$ cat config.mk
export PLATFORM = sky130hd
export DESIGN_NAME = condlogic
export DESIGN_NICKNAME = d
export VERILOG_FILES = /design/src/rtl/arm_cond_pkg.sv /design/src/rtl/condlogic_condcheck.sv /design/src/rtl/condlogic.sv
export SDC_FILE = /design/constraint.sdc
export NUM_CORES = 1
export LEC_CHECK = 0
export BUFFER_PORTS_ARGS = -buffer_cell sky130_fd_sc_hd__buf_4
export CAP_MARGIN = 40
export CORE_AREA = 2 2 39 41
export CTS_CLUSTER_SIZE = 10
export DETAILED_ROUTE_END_ITERATION = 16
export DIE_AREA = 0 0 41 43
export MAX_ROUTING_LAYER = met4
export PLACE_DENSITY_LB_ADDON = 0.2
export SLEW_MARGIN = 20
export SYNTH_ARGS = -nofsm -noshare
export SYNTH_HDL_FRONTEND = slang
export SYNTH_HIERARCHICAL = 1
export SYNTH_SLANG_ARGS = --single-unit
$ cat constraint.sdc
create_clock -name clk -period 4.8 [get_ports clk]
set_clock_uncertainty 0.15 [all_clocks]
set_input_delay 0.72 -clock clk [delete_from_list [all_inputs] [get_ports clk]]
set_output_delay 0.72 -clock clk [all_outputs]
set_load 0.02 [all_outputs]
$ cat src/rtl/arm_cond_pkg.sv
// Shared ARM condition-code constants and flag/FlagW bit positions.
// Used by condlogic and condcheck.
package arm_cond_pkg;

  typedef enum logic [3:0] {
    EQ = 4'b0000, NE = 4'b0001, CS = 4'b0010, CC = 4'b0011,
    MI = 4'b0100, PL = 4'b0101, VS = 4'b0110, VC = 4'b0111,
    HI = 4'b1000, LS = 4'b1001, GE = 4'b1010, LT = 4'b1011,
    GT = 4'b1100, LE = 4'b1101, AL = 4'b1110, NV = 4'b1111
  } cond_e;

  localparam int N = 3;
  localparam int Z = 2;
  localparam int C = 1;
  localparam int V = 0;

  localparam int FW_NZ = 1;
  localparam int FW_CV = 0;

endpackage

$ cat src/rtl/condlogic_condcheck.sv
// condcheck: evaluates an ARM condition field against {N,Z,C,V}.
// Pure combinational; NV evaluates as pass here and is masked by the caller.
module condcheck
  import arm_cond_pkg::*;
(
  input  logic [3:0] cond,
  input  logic [3:0] flags,
  output logic       cond_ex
);

  logic n, z, c, v, ge;

  always_comb begin
    n  = flags[N];
    z  = flags[Z];
    c  = flags[C];
    v  = flags[V];
    ge = (n == v);
    cond_ex = 1'b1;
    case (cond)
      EQ: cond_ex = z;
      NE: cond_ex = ~z;
      CS: cond_ex = c;
      CC: cond_ex = ~c;
      MI: cond_ex = n;
      PL: cond_ex = ~n;
      VS: cond_ex = v;
      VC: cond_ex = ~v;
      HI: cond_ex = c & ~z;
      LS: cond_ex = ~(c & ~z);
      GE: cond_ex = ge;
      LT: cond_ex = ~ge;
      GT: cond_ex = ~z & ge;
      LE: cond_ex = ~(~z & ge);
      default: cond_ex = 1'b1;
    endcase
  end

endmodule

$ cat src/rtl/condlogic.sv
// condlogic: NZCV flag register, condition evaluation and write-enable gating.
// Optional sticky NV trap enabled by defining CONDLOGIC_NV_TRAP_EN.
module condlogic
  import arm_cond_pkg::*;
(
  input  logic       clk,
  input  logic       reset,
  input  logic [3:0] Cond,
  input  logic [3:0] ALUFlags,
  input  logic [1:0] FlagW,
  input  logic       PCS,
  input  logic       NextPC,
  input  logic       RegW,
  input  logic       MemW,
  input  logic       Stall,
  output logic       CondEx,
  output logic [3:0] Flags,
  output logic       PCWrite,
  output logic       RegWrite,
  output logic       MemWrite,
  output logic       CondFault
);

  logic       cond_raw;
  logic [1:0] flags_nz_q, flags_nz_d;
  logic [1:0] flags_cv_q, flags_cv_d;
  logic       cond_ex_dly_q, cond_ex_dly_d;

  condcheck u_condcheck (
    .cond    (Cond),
    .flags   (Flags),
    .cond_ex (cond_raw)
  );

  assign CondEx = cond_raw & (Cond != NV);
  assign Flags  = {flags_nz_q, flags_cv_q};

  always_comb begin
    flags_nz_d    = flags_nz_q;
    flags_cv_d    = flags_cv_q;
    cond_ex_dly_d = cond_ex_dly_q;
    if (!Stall) begin
      cond_ex_dly_d = CondEx;
      if (FlagW[FW_NZ] && CondEx) flags_nz_d = ALUFlags[N:Z];
      if (FlagW[FW_CV] && CondEx) flags_cv_d = ALUFlags[C:V];
    end
  end

  always_ff @(posedge clk or negedge reset) begin
    if (!reset) flags_nz_q <= 2'b00;
    else        flags_nz_q <= flags_nz_d;
  end

  always_ff @(posedge clk or negedge reset) begin
    if (!reset) flags_cv_q <= 2'b00;
    else        flags_cv_q <= flags_cv_d;
  end

  always_ff @(posedge clk or negedge reset) begin
    if (!reset) cond_ex_dly_q <= 1'b0;
    else        cond_ex_dly_q <= cond_ex_dly_d;
  end

`ifdef CONDLOGIC_NV_TRAP_EN
  logic fault_q, fault_d;

  always_comb begin
    fault_d = fault_q;
    if (!Stall && (Cond == NV)) fault_d = 1'b1;
  end

  always_ff @(posedge clk or negedge reset) begin
    if (!reset) fault_q <= 1'b0;
    else        fault_q <= fault_d;
  end

  assign CondFault = fault_q;
`else
  assign CondFault = 1'b0;
`endif

  // reset also gates NextPC, so nothing writes while the core is held in reset
  assign PCWrite  = reset & ~Stall & ((PCS & cond_ex_dly_q) | NextPC);
  assign RegWrite = reset & ~Stall & RegW & cond_ex_dly_q;
  assign MemWrite = reset & ~Stall & MemW & cond_ex_dly_q;

endmodule

==> metrics.txt, run 1 <==
clk_lat worst skew=0.25 ns; Power Internal=0.143 mW; postcts setup bufs=0; first-pass GRT wire length=1.71 mm; Syn Nets=62; Setup crit start kind=input port; initial antenna violation count=0; Yosys reg bits=5; total power=0.237 mW; post-route ant nets=0; Setup-failing EPs final=0; CP endpoint kind=output pin; post-synth top area cell=dfrtp_1; Max Clk Rate=346 MHz; DIE HEIGHT=43 µm; Clock Pin Slew Worst Setup and Hold Paths=0.05 ns; Clock Power Share=20.6%; crit share post-route=60.2%; Critical Path AT=2.02 ns; most frequent cell after synthesis=dfrtp_1; EDFF count, synth=0; GPL Wtd Cong=0.654; crit path max fanout=13; clk sinks=5; # diodes=0; vias in the first global route=414; Cell Area, Synth=434 µm²; Resized Gates After CTS=0; CTS Buf Count=3; DRC errors left=0; Required @ worst endpoint=3.93 ns; hpwl dp=883 µm; VDD IR max=0.000220 V; row cnt=14; GRT overflow=0; status=completed; drt first pass iters=4; final worst slack=1.91 ns; via/cell ratio=5.23; layout overhead on the synthesized area=48.1%; post-route setup TNS=0 ns; Min Hold Slack=0.116 ns; hold_buf cts=0; layout cell share with drive strength beyond 1=43.7%; largest net degree at the start of global routing=14; Synth area leaders=dfrtp_1 29%, mux2_1 10%, and4b_1 4.6%; Flop pwr share=32.5%; worst slack, placed=1.91 ns; ys async rst share=100%; Yosys Warn Count=6; DR iter-0 viols=5; H-Tree Depth=1; GRT Total Usage=14.5%; Gate power share=46.9%; hold crit path type=in2async; ys flop type=dfrtp_1; switching portion of total power=39.5%; Final Hold Viols=0; initial core utilization=31.4%; Final Net Count=89; post-synthesis cell type count=30; top post-synthesis cells by count=5 x dfrtp_1, 4 x mux2_1; Post-Syn Instances=45; I/O Buffers=24; Slew Viols, Final=0; post-route minimum period=2.89 ns; per-cell routed wire length=12.6 µm; Synth top area share=28.8%; Switching Power=0.0934 mW; total wire length=1.09 mm; CORE AREA=1380 µm²; CTS tree=built; CTS max path bufs=2; root buf cell=clkbuf_4; die area=1760 µm²; RSZ-0062 raised after global routing=no; IO Pins=26; WS Path Type=in2out; Leak=0.309 nW; PwrDens=368 nW/µm²; syn avg cell area=9.65 µm²; Via Count=455; DIE WIDTH=41 µm; sequential-to-total area share from yosys stat=28.8%; Max Cap Viol=0
==> cells by family after synthesis <==
logic type / after synthesis / synth area share [%]
simple gates: 17 / 27.1
xor+xnor: 2 / 4.04
buf+inv: 3 / 5.19
compound gates: 12 / 21.0
mux: 5 / 13.0
other cells: 1 / 0.864
flops: 5 / 28.8
==> power by group through the flow <==
stage	Combinational (mW)	Sequential [mW]	Clock [mW]
3_5_place_dp	0.112	0.0772	0
3_3_place_gp	0.110	0.0770	0
2_1_floorplan	0.0534	0.0868	0
5_1_grt	0.121	0.0805	0.0533
6_report	0.111	0.0770	0.0487
4_1_cts	0.112	0.0766	0.0511
==> per-stage QoR <==
stage          cells  cell area [µm²]  utilization, %
2_1_floorplan     45              434               -
3_5_place_dp      83              616            44.5
3_3_place_gp      83              616            44.5
5_1_grt           87              643            46.5
4_1_cts           87              643            46.5
6_report          87              643            46.5
==> state kept, by name, indices dropped and copies added, names as in the netlist <==
name           cells
cond_ex_dly_q      1
flags_nz_q         2
flags_cv_q         2
==> cell type report <==
class	instances	area (µm²)
tap	16	20.0
fill	142	741
clock inverter	1	5.00
sequential	5	125
inverter	1	3.75
clock buffer	3	22.5
multi-input combinational	37	287
timing repair buffer	24	180
==> layout by cell type (no fill, tap or decap), types with 2 or more instances in the layout <==
cell type / count
xor2_1: 2
o311ai_0: 2
nand2b_1: 2
and3_1: 2
buf_4: 24
nor2b_1: 2
mux2_1: 4
a21oi_1: 2
nor2_1: 2
and4b_1: 2
clkbuf_4: 3
dfrtp_1: 5
==> metal layers <==
metal	vias to the layer above	GRT usage (%)	routed length, µm
met4	0	8.00	18
li1	226	-	-
met2	18	18.8	485
met3	2	3.14	71
met1	209	20.5	518
met5	-	-	0
==> worst max-delay path, stage by stage <==
cell      delay, ns
buf_4          0.15
and4bb_1       0.20
a311oi_1       0.26
a21oi_1        0.08
a31oi_1        0.16
o21ai_1        0.11
and2_2         0.19
buf_4          0.15
==> worst paths after layout <==
check,endpoint,from,slack [ns],depth (start not counted)
worst max-delay path,CondEx,Cond[2],1.91,8
worst min-delay path,flags_cv_q[0]$_DFFE_PN0P_,reset,0.12,1
worst max register to register,flags_cv_q[1]$_DFFE_PN0P_,flags_nz_q[1]$_DFFE_PN0P_,2.64,7
worst min register to register,cond_ex_dly_q$_DFFE_PN0N_,cond_ex_dly_q$_DFFE_PN0N_,0.40,1
max in group asynchronous,cond_ex_dly_q$_DFFE_PN0N_,reset,4.27,1
min in group clk,cond_ex_dly_q$_DFFE_PN0N_,cond_ex_dly_q$_DFFE_PN0N_,0.40,1
Note: power is estimated with default switching activity, not from simulation.
==> run 2: changes to the inputs <==
Clock period 4.8 ns to 2.9 ns, I/O delays scaled along.
==> metrics.txt, run 2 (synthesis gave the netlist of run 1 again) <==
total wire length=1.04 mm (-5.0%); Setup-failing EPs final=0 (unchanged); clk sinks=5 (unchanged); Gate power share=46.7% (-0.2 points); drt first pass iters=4 (unchanged); CTS max path bufs=2 (unchanged); vias in the first global route=408 (-1.4%); crit share post-route=85.3%; layout overhead on the synthesized area=50.4%; Max Clk Rate=404 MHz; Clock Power Share=20.7% (about the same); Largest regs=flags_cv_q (2), flags_nz_q (2), cond_ex_dly_q (1); busiest grt layer=met2; Fill cells=140 (-1.4%); VDD IR max=0.000374 V (+70%); PwrDens=599 nW/µm² (+63%); root buf cell=clkbuf_4; layout cell share with drive strength beyond 1=43.1% (-0.61 points); clk_lat worst skew=0.25 ns (about the same); met2 usage=20.0% (+1.3 points); postcts setup bufs=0 (unchanged); post-route ant nets=0 (unchanged); Max Cap Viol=0 (unchanged); DR iter-0 viols=6 (+1); most frequent cells in the layout=24 x buf_4, 5 x dfrtp_1, 4 x mux2_1, 3 x clkbuf_4; reg2reg setup slack=0.77 ns (-1.87 ns); CTS Buf Count=3 (unchanged); Leak=0.314 nW (+1.4%); DIE HEIGHT=43 µm (unchanged); Worst Hold Launch=ALUFlags[3]; Switching Power=0.153 mW (+64%); I/O Buffers=24 (unchanged); Clock Pin Slew Worst Setup and Hold Paths=0.05 ns (about the same); crit path max fanout=5 (-8); Slew Viols, Final=0 (unchanged); # diodes=0 (unchanged); Final Net Count=90 (+1.1%); first-pass GRT wire length=1.64 mm (-4.4%); Via Count=460 (+1.1%); die area=1760 µm² (unchanged); largest net degree at the start of global routing=14 (unchanged); CP endpoint kind=output pin; Worst R2R Path Depth=7 (unchanged); GRT overflow=0 (unchanged); Min Hold Slack=0.253 ns (+0.137 ns); CORE AREA=1380 µm² (unchanged); total power=0.391 mW (+65%); post-route minimum period=2.47 ns; initial core utilization=31.4% (unchanged); Required @ worst endpoint=2.32 ns (-1.61 ns); post-route setup TNS=0 ns (unchanged); routing usage on met1=17.4% (-3.2 points); switching portion of total power=39.2% (-0.28 points); GPL Wtd Cong=0.698 (+6.6%); GRT Total Usage=14.3% (-0.25 points); M3 GR Usage=3.14% (unchanged); Worst Hold Path Cells=2; RR Endpoint=flags_nz_q[0]$_DFFE_PN0P_; DRC errors left=0 (unchanged); DIE WIDTH=41 µm (unchanged); Flop pwr share=32.6% (about the same); Critical Path AT=1.89 ns (-0.13 ns); H-Tree Depth=1 (unchanged); RSZ-0062 raised after global routing=no; Power Internal=0.238 mW (+66%); hpwl dp=820 µm (-7.2%); row cnt=14 (unchanged); Critical R2R Launch=flags_nz_q[1]$_DFFE_PN0P_; IO Pins=26 (unchanged); per-cell routed wire length=11.8 µm (-6.1%); via/cell ratio=5.23 (about the same); Final Hold Viols=0 (unchanged); hold crit path type=in2reg; most common cell after layout, fill and taps aside=buf_4; Hold Path Sink=flags_nz_q[1]$_DFFE_PN0P_; WS Path Type=reg2out; CTS tree=built; status=completed; Setup crit start kind=flip-flop; initial antenna violation count=0 (unchanged)
==> run 2: changes by cell type in the layout (fill, tap and decap cells not counted) <==
| cell | delta |
|---|---|
| dlygate4sd3_1 | +1 |
==> run 2: worst max path at each step <==
| stage | to | cells past startpoint | from | slack, ns |
|---|---|---|---|---|
| after floorplan | CondEx | 6 | flags_nz_q[1]$_DFFE_PN0P_ | 0.84 |
| after global placement | CondEx | 8 | Cond[2] | 0.66 |
| after detailed placement | CondEx | 8 | Cond[2] | 0.65 |
| after CTS | CondEx | 7 | flags_nz_q[1]$_DFFE_PN0P_ | 0.44 |
| after global routing | CondEx | 7 | flags_nz_q[1]$_DFFE_PN0P_ | 0.30 |
| final | CondEx | 7 | flags_nz_q[1]$_DFFE_PN0P_ | 0.43 |
==> run 2: what timing repair did <==
| action | CTS | global route |
|---|---|---|
| hold endpoints to repair | 5 | 0 |
| hold buffers | 1 | 0 |
| resized for setup | 0 | 0 |
==> run 2: per-stage QoR <==
stage / std cells / util [%] / instance area (µm²) / setup slack (ns)
global placement: 83 / 44.5 / 616 / 0.656
detailed placement: 83 / 44.5 / 616 / 0.654
CTS: 88 / 47.2 / 653 / 0.445
finish: 88 / 47.2 / 653 / 0.426
global route: 88 / 47.2 / 653 / 0.295
floorplan: 45 / - / 434 / 0.841
==> run 2: power groups by stage <==
stage                     sequential [mW]  clock (mW)  combinational (mW)
after global routing                0.133      0.0960               0.201
after global placement              0.128           0               0.181
after CTS                           0.128      0.0840               0.184
final                               0.128      0.0810               0.183
after floorplan                     0.144           0              0.0884
after detailed placement            0.128           0               0.182
==> run 2: final cells by class <==
cell class	count	area (µm²)	area share [%]
clock inverter	1	5.00	0.766
inverter	1	3.75	0.575
sequential	5	125	19.2
clock buffer	3	22.5	3.45
multi-input combinational	37	287	43.9
tap	16	20.0	3.07
timing repair buffer	25	190	29.1
==> run 2: critical path: stages (launching register included) <==
cell and delay (ns):
dfrtp_1 0.44, xor2_1 0.21, o311ai_0 0.28, nand2_1 0.11, a32oi_1 0.14, o21ai_1 0.12, and2_2 0.19, buf_4 0.15
==> run 2: per-layer routing <==
metal	wire length, µm	vias to the layer above
li1	-	229
met1	475	211
met2	479	17
met3	61	3
met4	22	0
met5	0	-
==> run 3: changes to the inputs <==
Settings changed: ABC_AREA set to 1, GPL_TIMING_DRIVEN set to 0, RECOVER_POWER set to 25.
==> metrics.txt, run 3 <==
vias in the first global route=558 (+37%); WS Path Type=in2out; sequential-to-total area share from yosys stat=24.0% (-4.8 points); # diodes=0 (unchanged); ys async rst share=100% (unchanged); Leak=0.450 nW (+43%); CTS tree=built; per-cell routed wire length=9.16 µm (-22%); post-route ant nets=0 (unchanged); DR iter-0 viols=8 (+2); Critical R2R Launch=flags_cv_q[0]$_DFFE_PN0P_; post-synthesis cell type count=15 (-50%); Final Hold Viols=0 (unchanged); DRC errors left=0 (unchanged); layout cell share with drive strength beyond 1=29.0% (-14 points); DIE HEIGHT=43 µm (unchanged); DIE WIDTH=41 µm (unchanged); Critical Path AT=1.73 ns (-0.16 ns); Hold Path Sink=flags_nz_q[1]$_DFFE_PN0P_; syn avg cell area=5.48 µm² (-43%); Synth area leaders=nand2_1 29%, dfrtp_1 24%, nand3_1 7.7%; via/cell ratio=4.71 (-10%); Synth top area share=28.8% (about the same); post-route setup TNS=0 ns (unchanged); row cnt=14 (unchanged); largest net degree at the start of global routing=10 (-4); Required @ worst endpoint=2.32 ns (about the same); hold crit path type=in2reg; post-route minimum period=2.31 ns (-0.159 ns); Clock Pin Slew Worst Setup and Hold Paths=0.05 ns (about the same); total wire length=1.28 mm (+23%); Via Count=659 (+43%); clk sinks=5 (unchanged); first-pass GRT wire length=2.14 mm (+31%); crit share post-route=79.8% (-5.5 points); CORE AREA=1380 µm² (unchanged); Yosys reg bits=5 (unchanged); PwrDens=703 nW/µm² (+17%); Slew Viols, Final=0 (unchanged); CTS Buf Count=3 (unchanged); GRT Total Usage=17.9% (+3.6 points); CTS max path bufs=2 (unchanged); RSZ-0062 raised after global routing=no; EDFF count, synth=0 (unchanged); Setup-failing EPs final=0 (unchanged); Worst R2R Path Depth=11 (+4); Worst Hold Path Cells=3 (+1); most frequent cell after synthesis=nand2_1; root buf cell=clkbuf_4; Max Cap Viol=0 (unchanged); Post-Syn Instances=95 (+110%); Cell Area, Synth=520 µm² (+20%); Syn Nets=112 (+81%); reg2reg setup slack=1.30 ns (+0.53 ns); top post-synthesis cells by count=40 x nand2_1, 10 x inv_1, 10 x nor2_1, 8 x nand3_1, 6 x nand4_1; ys flop type=dfrtp_1; Resized Gates After CTS=0 (unchanged); Setup crit start kind=input port; Yosys Warn Count=6 (unchanged); GRT overflow=0 (unchanged); GPL Wtd Cong=0.682 (-2.2%); clk_lat worst skew=0.24 ns (about the same); die area=1760 µm² (unchanged); hpwl dp=1.08 mm (+32%); post-synth top area cell=nand2_1; I/O Buffers=24 (unchanged); most frequent cells in the layout=40 x nand2_1, 24 x buf_4, 10 x nor2_1, 10 x inv_1, 8 x nand3_1; IO Pins=26 (unchanged); VDD IR max=0.000424 V (+13%); total power=0.529 mW (+35%); H-Tree Depth=1 (unchanged); CP endpoint kind=output pin; most common cell after layout, fill and taps aside=nand2_1; Max Clk Rate=432 MHz (+6.9%); layout overhead on the synthesized area=44.7%; initial core utilization=37.6% (+6.2 points); Largest regs=flags_cv_q (2), flags_nz_q (2), cond_ex_dly_q (1); initial antenna violation count=0 (unchanged); RR Endpoint=flags_cv_q[0]$_DFFE_PN0P_; Worst Hold Launch=ALUFlags[3]; drt first pass iters=4 (unchanged); crit path max fanout=6 (+1); status=completed; Final Net Count=142 (+58%)
## run 3: cell count changes after synthesis, sizes merged, moves of 2 or more
cell | before | now
and3 | 2 | 0
xor2 | 2 | 0
inv | 1 | 14
nor2b | 2 | 0
nand3 | 0 | 8
o311ai | 2 | 0
nand2 | 1 | 43
nand2b | 2 | 0
nor2 | 2 | 12
and4b | 2 | 0
nand4 | 1 | 6
mux2 | 5 | 0
## run 3: final cells by class
type                    count  area (µm²)
fillers                   149         631
well taps                  16        20.0
clock buffers               4        26.3
inverters                  14        52.6
plain buffers               1        7.51
multi-input cells          75         335
repair buffers             25         186
flip-flops and latches      5         125
## run 3: timing repair
action | in CTS | in global routing
endpoints found under the hold margin | 5 | 0
setup buffers | 0 | 0
hold buffers | 1 | 0
## run 3: critical path, stage by stage
cell           delay, ns
dlygate4sd3_1       0.52
clkbuf_1            0.30
nand2_2             0.11
nor3b_1             0.19
buf_4               0.17
## run 3: through the flow
step	setup slack, ns	instance area, µm²	hold WS, ns	instances	utilization [%]
CTS	0.691	757	0.286	140	54.7
floorplan	1.08	520	-0.0106	95	-
global placement	0.843	721	0.0983	135	52.1
detailed placement	0.825	721	0.0982	135	52.1
global route	0.478	753	0.304	140	54.4
finish	0.586	753	0.290	140	54.4
## run 3: where the power goes
part | leakage [nW] | internal (mW) | switching [mW]
combinational | 0.373 | 0.124 | 0.180
sequential | 0.0619 | 0.101 | 0.0433
clock | 0.0150 | 0.0521 | 0.0289
## run 3: logic make-up (layout without fill, tap and decap cells)
kind of cell / after synthesis / after routing / synth area share [%]
AOI/OAI and AO/OA: 3 / 3 / 2.88
DFF: 5 / 5 / 24.0
other: 1 / 1 / 0.720
buffers and inverters: 15 / 44 / 11.5
and+or+nand+nor: 71 / 71 / 60.8
## run 3: how the worst max path moves through the flow
stage                                         start  endpoint  slack [ns]  cells after the start
final                                         reset  MemWrite        0.59                      5
after global routing                          reset  RegWrite        0.48                      5
after CTS                 flags_nz_q[1]$_DFFE_PN0P_    CondEx        0.69                     10
after detailed placement                    Cond[2]    CondEx        0.83                     11
after global placement                      Cond[2]    CondEx        0.84                     11
after floorplan           flags_cv_q[0]$_DFFE_PN0P_    CondEx        1.08                      9
## run 3: layer usage
| metal | wire length (µm) | share of wire [%] | global-route usage [%] |
|---|---|---|---|
| met3 | 59 | 4.6 | 1.57 |
| met1 | 568 | 44 | 21.4 |
| met5 | 0 | 0 | - |
| met4 | 5 | 0.39 | 10.0 |
| met2 | 650 | 51 | 28.1 |
